**src/rtl/wb_cmd_initiator_if.sv**
```systemverilog
// Command/response and Wishbone classic signal bundle for wb_cmd_initiator.
// master = the initiator itself, slave = controller plus bus-slave side.
interface wb_cmd_initiator_if;
  logic        cmd_valid;
  logic        cmd_ready;
  logic [31:0] cmd_adr;
  logic [31:0] cmd_dat;
  logic [3:0]  cmd_sel;
  logic        cmd_we;

  logic        rsp_valid;
  logic        rsp_ready;
  logic [31:0] rsp_dat;
  logic        rsp_err;

  logic [31:0] wb_adr;
  logic [31:0] wb_dat_o;
  logic [3:0]  wb_sel;
  logic        wb_we;
  logic        wb_cyc;
  logic        wb_stb;
  logic [31:0] wb_dat_i;
  logic        wb_ack;

  modport master (
    input  cmd_valid, cmd_adr, cmd_dat, cmd_sel, cmd_we,
    output cmd_ready,
    output rsp_valid, rsp_dat, rsp_err,
    input  rsp_ready,
    output wb_adr, wb_dat_o, wb_sel, wb_we, wb_cyc, wb_stb,
    input  wb_dat_i, wb_ack
  );

  modport slave (
    output cmd_valid, cmd_adr, cmd_dat, cmd_sel, cmd_we,
    input  cmd_ready,
    input  rsp_valid, rsp_dat, rsp_err,
    output rsp_ready,
    input  wb_adr, wb_dat_o, wb_sel, wb_we, wb_cyc, wb_stb,
    output wb_dat_i, wb_ack
  );
endinterface

```
**src/rtl/wb_cmd_initiator.sv**
```systemverilog
// Wishbone classic single-transfer initiator: one command -> one bus cycle.
// Define WB_TIMEOUT_EN to abort cycles lacking ACK after TIMEOUT_CYCLES.
module wb_cmd_initiator #(
  parameter int unsigned TIMEOUT_CYCLES = 16
) (
  input logic                 i_clk,
  input logic                 i_reset,
  wb_cmd_initiator_if.master  io_bus
);

  typedef enum logic [1:0] {
    S_IDLE,
    S_BUS,
    S_RESP
  } state_t;

  state_t      r_state;
  logic [31:0] r_wb_adr;
  logic [31:0] r_wb_dat;
  logic [3:0]  r_wb_sel;
  logic        r_wb_we;
  logic        r_wb_cyc;
  logic        r_wb_stb;
  logic        r_rsp_valid;
  logic [31:0] r_rsp_dat;

`ifdef WB_TIMEOUT_EN
  localparam logic [15:0] LP_LAST = 16'(TIMEOUT_CYCLES - 1);
  logic [15:0] r_cnt;
  logic        r_rsp_err;
  assign io_bus.rsp_err = r_rsp_err;
`else
  // Parameter kept referenced so both builds share one interface.
  logic [15:0] w_unused_timeout;
  assign w_unused_timeout = 16'(TIMEOUT_CYCLES);
  assign io_bus.rsp_err   = 1'b0;
`endif

  assign io_bus.cmd_ready = (r_state == S_IDLE) && !i_reset;
  assign io_bus.rsp_valid = r_rsp_valid;
  assign io_bus.rsp_dat   = r_rsp_dat;
  assign io_bus.wb_adr    = r_wb_adr;
  assign io_bus.wb_dat_o  = r_wb_dat;
  assign io_bus.wb_sel    = r_wb_sel;
  assign io_bus.wb_we     = r_wb_we;
  assign io_bus.wb_cyc    = r_wb_cyc;
  assign io_bus.wb_stb    = r_wb_stb;

  always_ff @(posedge i_clk) begin
    if (i_reset) begin
      r_state     <= S_IDLE;
      r_wb_adr    <= '0;
      r_wb_dat    <= '0;
      r_wb_sel    <= '0;
      r_wb_we     <= 1'b0;
      r_wb_cyc    <= 1'b0;
      r_wb_stb    <= 1'b0;
      r_rsp_valid <= 1'b0;
      r_rsp_dat   <= '0;
`ifdef WB_TIMEOUT_EN
      r_cnt       <= '0;
      r_rsp_err   <= 1'b0;
`endif
    end else begin
      unique case (r_state)
        S_IDLE: begin
          if (io_bus.cmd_valid) begin
            r_wb_adr <= io_bus.cmd_adr;
            r_wb_dat <= io_bus.cmd_dat;
            r_wb_sel <= io_bus.cmd_sel;
            r_wb_we  <= io_bus.cmd_we;
            r_wb_cyc <= 1'b1;
            r_wb_stb <= 1'b1;
            r_state  <= S_BUS;
`ifdef WB_TIMEOUT_EN
            r_cnt    <= '0;
`endif
          end
        end
        S_BUS: begin
          // ACK takes priority over a timeout expiring in the same cycle.
          if (io_bus.wb_ack) begin
            r_wb_cyc    <= 1'b0;
            r_wb_stb    <= 1'b0;
            r_rsp_valid <= 1'b1;
            r_rsp_dat   <= r_wb_we ? '0 : io_bus.wb_dat_i;
            r_state     <= S_RESP;
`ifdef WB_TIMEOUT_EN
            r_rsp_err   <= 1'b0;
`endif
          end
`ifdef WB_TIMEOUT_EN
          else if (r_cnt == LP_LAST) begin
            r_wb_cyc    <= 1'b0;
            r_wb_stb    <= 1'b0;
            r_rsp_valid <= 1'b1;
            r_rsp_dat   <= '0;
            r_rsp_err   <= 1'b1;
            r_state     <= S_RESP;
          end else begin
            r_cnt <= r_cnt + 16'd1;
          end
`endif
        end
        S_RESP: begin
          if (io_bus.rsp_ready) begin
            r_rsp_valid <= 1'b0;
            r_state     <= S_IDLE;
          end
        end
        default: r_state <= S_IDLE;
      endcase
    end
  end

endmodule

```
**src/flat_wrapper.sv**
```systemverilog
// flat-port wrapper written by rule: the top's interface ports become plain ports
module wb_cmd_initiator_flat 
#(
  parameter int unsigned TIMEOUT_CYCLES = 16
)
  (i_clk, i_reset, io_bus_cmd_valid, io_bus_cmd_adr, io_bus_cmd_dat, io_bus_cmd_sel, io_bus_cmd_we, io_bus_cmd_ready, io_bus_rsp_valid, io_bus_rsp_dat, io_bus_rsp_err, io_bus_rsp_ready, io_bus_wb_adr, io_bus_wb_dat_o, io_bus_wb_sel, io_bus_wb_we, io_bus_wb_cyc, io_bus_wb_stb, io_bus_wb_dat_i, io_bus_wb_ack);
  wb_cmd_initiator_if io_bus_i ();
  input logic i_clk;
  input logic i_reset;
  input wire logic [$bits(io_bus_i.cmd_valid)-1:0] io_bus_cmd_valid;
  input wire logic [$bits(io_bus_i.cmd_adr)-1:0] io_bus_cmd_adr;
  input wire logic [$bits(io_bus_i.cmd_dat)-1:0] io_bus_cmd_dat;
  input wire logic [$bits(io_bus_i.cmd_sel)-1:0] io_bus_cmd_sel;
  input wire logic [$bits(io_bus_i.cmd_we)-1:0] io_bus_cmd_we;
  output wire logic [$bits(io_bus_i.cmd_ready)-1:0] io_bus_cmd_ready;
  output wire logic [$bits(io_bus_i.rsp_valid)-1:0] io_bus_rsp_valid;
  output wire logic [$bits(io_bus_i.rsp_dat)-1:0] io_bus_rsp_dat;
  output wire logic [$bits(io_bus_i.rsp_err)-1:0] io_bus_rsp_err;
  input wire logic [$bits(io_bus_i.rsp_ready)-1:0] io_bus_rsp_ready;
  output wire logic [$bits(io_bus_i.wb_adr)-1:0] io_bus_wb_adr;
  output wire logic [$bits(io_bus_i.wb_dat_o)-1:0] io_bus_wb_dat_o;
  output wire logic [$bits(io_bus_i.wb_sel)-1:0] io_bus_wb_sel;
  output wire logic [$bits(io_bus_i.wb_we)-1:0] io_bus_wb_we;
  output wire logic [$bits(io_bus_i.wb_cyc)-1:0] io_bus_wb_cyc;
  output wire logic [$bits(io_bus_i.wb_stb)-1:0] io_bus_wb_stb;
  input wire logic [$bits(io_bus_i.wb_dat_i)-1:0] io_bus_wb_dat_i;
  input wire logic [$bits(io_bus_i.wb_ack)-1:0] io_bus_wb_ack;
  assign io_bus_i.cmd_valid = io_bus_cmd_valid;
  assign io_bus_i.cmd_adr = io_bus_cmd_adr;
  assign io_bus_i.cmd_dat = io_bus_cmd_dat;
  assign io_bus_i.cmd_sel = io_bus_cmd_sel;
  assign io_bus_i.cmd_we = io_bus_cmd_we;
  assign io_bus_cmd_ready = io_bus_i.cmd_ready;
  assign io_bus_rsp_valid = io_bus_i.rsp_valid;
  assign io_bus_rsp_dat = io_bus_i.rsp_dat;
  assign io_bus_rsp_err = io_bus_i.rsp_err;
  assign io_bus_i.rsp_ready = io_bus_rsp_ready;
  assign io_bus_wb_adr = io_bus_i.wb_adr;
  assign io_bus_wb_dat_o = io_bus_i.wb_dat_o;
  assign io_bus_wb_sel = io_bus_i.wb_sel;
  assign io_bus_wb_we = io_bus_i.wb_we;
  assign io_bus_wb_cyc = io_bus_i.wb_cyc;
  assign io_bus_wb_stb = io_bus_i.wb_stb;
  assign io_bus_i.wb_dat_i = io_bus_wb_dat_i;
  assign io_bus_i.wb_ack = io_bus_wb_ack;
  wb_cmd_initiator #(.TIMEOUT_CYCLES(TIMEOUT_CYCLES)) u_core (.i_clk(i_clk), .i_reset(i_reset), .io_bus(io_bus_i));
endmodule
```
**config.mk**
```make
export PLATFORM = sky130hd
export DESIGN_NAME = wb_cmd_initiator_flat
export DESIGN_NICKNAME = d
export VERILOG_FILES = /design/src/rtl/wb_cmd_initiator_if.sv /design/src/rtl/wb_cmd_initiator.sv /design/src/flat_wrapper.sv
export SDC_FILE = /design/constraint.sdc
export NUM_CORES = 1
export LEC_CHECK = 0
export CORE_ASPECT_RATIO = 2
export CORE_MARGIN = 4
export CORE_UTILIZATION = 38
export DETAILED_ROUTE_END_ITERATION = 12
export PLACE_DENSITY = 0.82
export SLEW_MARGIN = 40
export SYNTH_ARGS = -nofsm -noshare
export SYNTH_HDL_FRONTEND = slang
export SYNTH_SLANG_ARGS = --single-unit
```
**constraint.sdc**
```tcl
create_clock -name i_clk -period 1.22 [get_ports i_clk]
set_clock_uncertainty 0.05 [all_clocks]
set_input_delay 0.244 -clock i_clk [delete_from_list [all_inputs] [get_ports i_clk]]
set_output_delay 0.244 -clock i_clk [all_outputs]
set_load 0.005 [all_outputs]
```
==> run metrics <==
outcome=finished with violations; failing checks=negative setup slack; CTS tree=built; share of cells above drive strength 1=25.7%; FF-to-FF Start=u_core.r_state[1]; Lkg Pwr=3.10 nW; vias in the first global route=4429; top post-synthesis cells by area=dfxtp_1, nand2b_1, mux2i_1; Slowest cell on crit path=dfxtp_2; Clock Sinks=105; CP most frequent cell=buf_6; global-route wire length before repair=21700 µm; largest net degree at the start of global routing=53; Initial Util=38.9%; total negative slack=-13.10 ns; setup ws final=-0.211 ns; First-pass DRT Iterations=4; GPL Wtd Cong=0.803; Worst EP required=1.42 ns; PD cells=1100 nW/µm²; Hold Vio Cnt, Final=0; die footprint=14800 µm²; Via-to-Cell Ratio=4.79; area of the core=12600 µm²; Die Span Y=168 µm; Synth top area share=43.0%; DRT iter0 DRCs=92; Max VDD drop=0.789 mV; FF-to-FF path depth=6; Routed WL=13900 µm; period utilization=117%; Final nets=794; worst hold path type=reg -> reg; Finished Cell Area=7760 µm²; synthesized flop and latch total=105; Layout Area Growth over Synthesis=59.0%; Cells after Synth=465; clk slew on worst S/H paths=0.07 ns; top cells by count, synth=nand2b_1, dfxtp_1, mux2i_1, or3b_1, clkbuf_1; EDFF count, synth=0; # rows=58; Max Slew Vio Count=0; Setup CP Type=reg -> reg; top-count cell post-synth=nand2b_1; Post-DRT Antenna Nets=0; syn nets=571; Hold Buf Count CTS=0; switch share=24.4%; startpoint types=flip-flop; ys async rst share=0%; Ys Warns=0; DRC viols=0; Worst setup endpoint=u_core.io_bus.wb_dat_o[21]; combinational share of power=21.1%; crit-path max FO=6; all-layer global routing usage=18.7%; Die X=88.2 µm; register area share after synthesis=43.0%; clock root cell=clkbuf_16; CP Depth=6; CP endpoint kind=flip-flop; H-tree depth=3; Syn Area/Cell=10.5 µm²; crit-path leading delay family=buffers and inverters; clock share of power=34.2%; worst reg2reg setup slack=-0.21 ns; Longest Clk Path Bufs=2; Pwr Total=0.00854 W; Main synth FF type=dfxtp_1; Synth area leader=dfxtp_1; Crit path largest cell delay=0.33 ns; DP Wirelength=10300 µm; initial antenna violation count=0; RR Endpoint=u_core.io_bus.wb_dat_o[21]; power share of the sequential group=44.7%; unrepaired setup endpoints after global routing=yes; fin crit period=1.43 ns; Final Core Density=61.8%; CP Cell Sequence=buf_6, nor3b_4, buf_6, buf_8, buf_12, mux2i_2; final setup violation count=103; Post-Syn Area=4880 µm²; Routed WL per cell=16.6 µm; final hold slack=0.419 ns; Synth cell types=22; Skew-Pair Late Insertion Delay=0.33 ns; Worst EP arrival=1.63 ns; I/O Buffers=210; grt total ovfl=0; worst setup path start=u_core.r_state[1]; CP bufs+invs=4; Psw=0.00208 W; routed via count=4030; Pint=0.00646 W; # IOs=212; Num CTS Buffers=9; Antenna Cells=0; max frequency=0.699 GHz; Area after DPL=7130 µm²; Max-cap violations=0
## metrics by stage
| stage | cells | worst slack [ns] |
|---|---|---|
| finish | 842 | -0.211 |
| CTS | 843 | -0.258 |
| detailed placement | 808 | -0.459 |
| floorplan | 465 | 0.0227 |
| global placement | 808 | -0.430 |
| global route | 842 | -0.275 |
## worst register-to-register path, cell delays in order, from the launching register on
cell and delay (ns):
dfxtp_2 0.33, buf_6 0.12, nor3b_4 0.23, buf_6 0.15
buf_8 0.14, buf_12 0.13, mux2i_2 0.21
## sequential cells by signal (all words and copies together), names as in the netlist
register and count:
u_core.io_bus.rsp_dat 32, u_core.io_bus.wb_we 1, u_core.io_bus.rsp_valid 1, u_core.io_bus.wb_cyc 1
u_core.r_state 2, u_core.io_bus.wb_sel 4, u_core.io_bus.wb_adr 32, u_core.io_bus.wb_dat_o 32
## worst min path at each step
stage / startpoint / to / cells past startpoint / slack, ns
global placement: u_core.io_bus.rsp_dat[20] / u_core.io_bus.rsp_dat[20] / 2 / 0.41
CTS: io_bus_cmd_dat[25] / u_core.io_bus.wb_dat_o[25] / 3 / 0.40
detailed placement: u_core.io_bus.wb_dat_o[11] / u_core.io_bus.wb_dat_o[11] / 2 / 0.41
global route: io_bus_cmd_dat[25] / u_core.io_bus.wb_dat_o[25] / 3 / 0.43
floorplan: io_bus_wb_ack / u_core.r_state[0] / 1 / 0.31
finish: u_core.io_bus.wb_dat_o[20] / u_core.io_bus.wb_dat_o[20] / 2 / 0.42
## power groups by stage
stage / registers, W / logic [W] / clock network, W
floorplan: 0.00386 / 0.000749 / 0
global placement: 0.00386 / 0.00167 / 0
detailed placement: 0.00387 / 0.00171 / 0
CTS: 0.00381 / 0.00186 / 0.00303
global route: 0.00385 / 0.00194 / 0.00316
finish: 0.00382 / 0.00180 / 0.00292
## layout by cell type, fill, tap and decap left out, types with 12 or more instances in the layout
| master | n |
|---|---|
| dfxtp_2 | 68 |
| clkdlybuf4s15_2 | 12 |
| clkdlybuf4s50_1 | 104 |
| nand2b_1 | 170 |
| or3b_1 | 33 |
| mux2i_1 | 97 |
| buf_4 | 17 |
| clkdlybuf4s15_1 | 62 |
| clkbuf_2 | 27 |
| dfxtp_1 | 37 |
## layer usage
metal | routed length [µm] | part of all wire (%) | global-route usage (%)
met1 | 4560 | 33 | 17.8
met2 | 8010 | 57 | 36.1
met3 | 975 | 7.0 | 4.65
met4 | 400 | 2.9 | 7.57
met5 | 0 | 0 | 0
## repair_timing
item,CTS,global route
setup endpoints to repair,205,162
pin swaps,1,2
cloned,7,1
endpoints found under the hold margin,0,0
resized for setup,271,82
setup buffers,13,1
## cells by family (layout without fill, tap and decap cells)
group           after synthesis  in the layout  synth area share (%)
flops                       105            105                  43.0
simple gates                210            210                  28.8
other cells                   1              1                0.0768
compound gates                5              5                 0.743
mux                         101            101                  20.7
buf+inv                      43            270                  6.66
## cell type report
| class | instances | area, µm² |
|---|---|---|
| Fill cell | 1049 | 4790 |
| Timing Repair Buffer | 253 | 2580 |
| Multi-Input combinational cell | 317 | 2500 |
| Sequential cell | 105 | 2190 |
| Clock buffer | 9 | 225 |
| Tap cell | 150 | 188 |
| Clock inverter | 6 | 75.1 |
| Inverter | 2 | 7.51 |
Power figures use the tool's default switching activity.
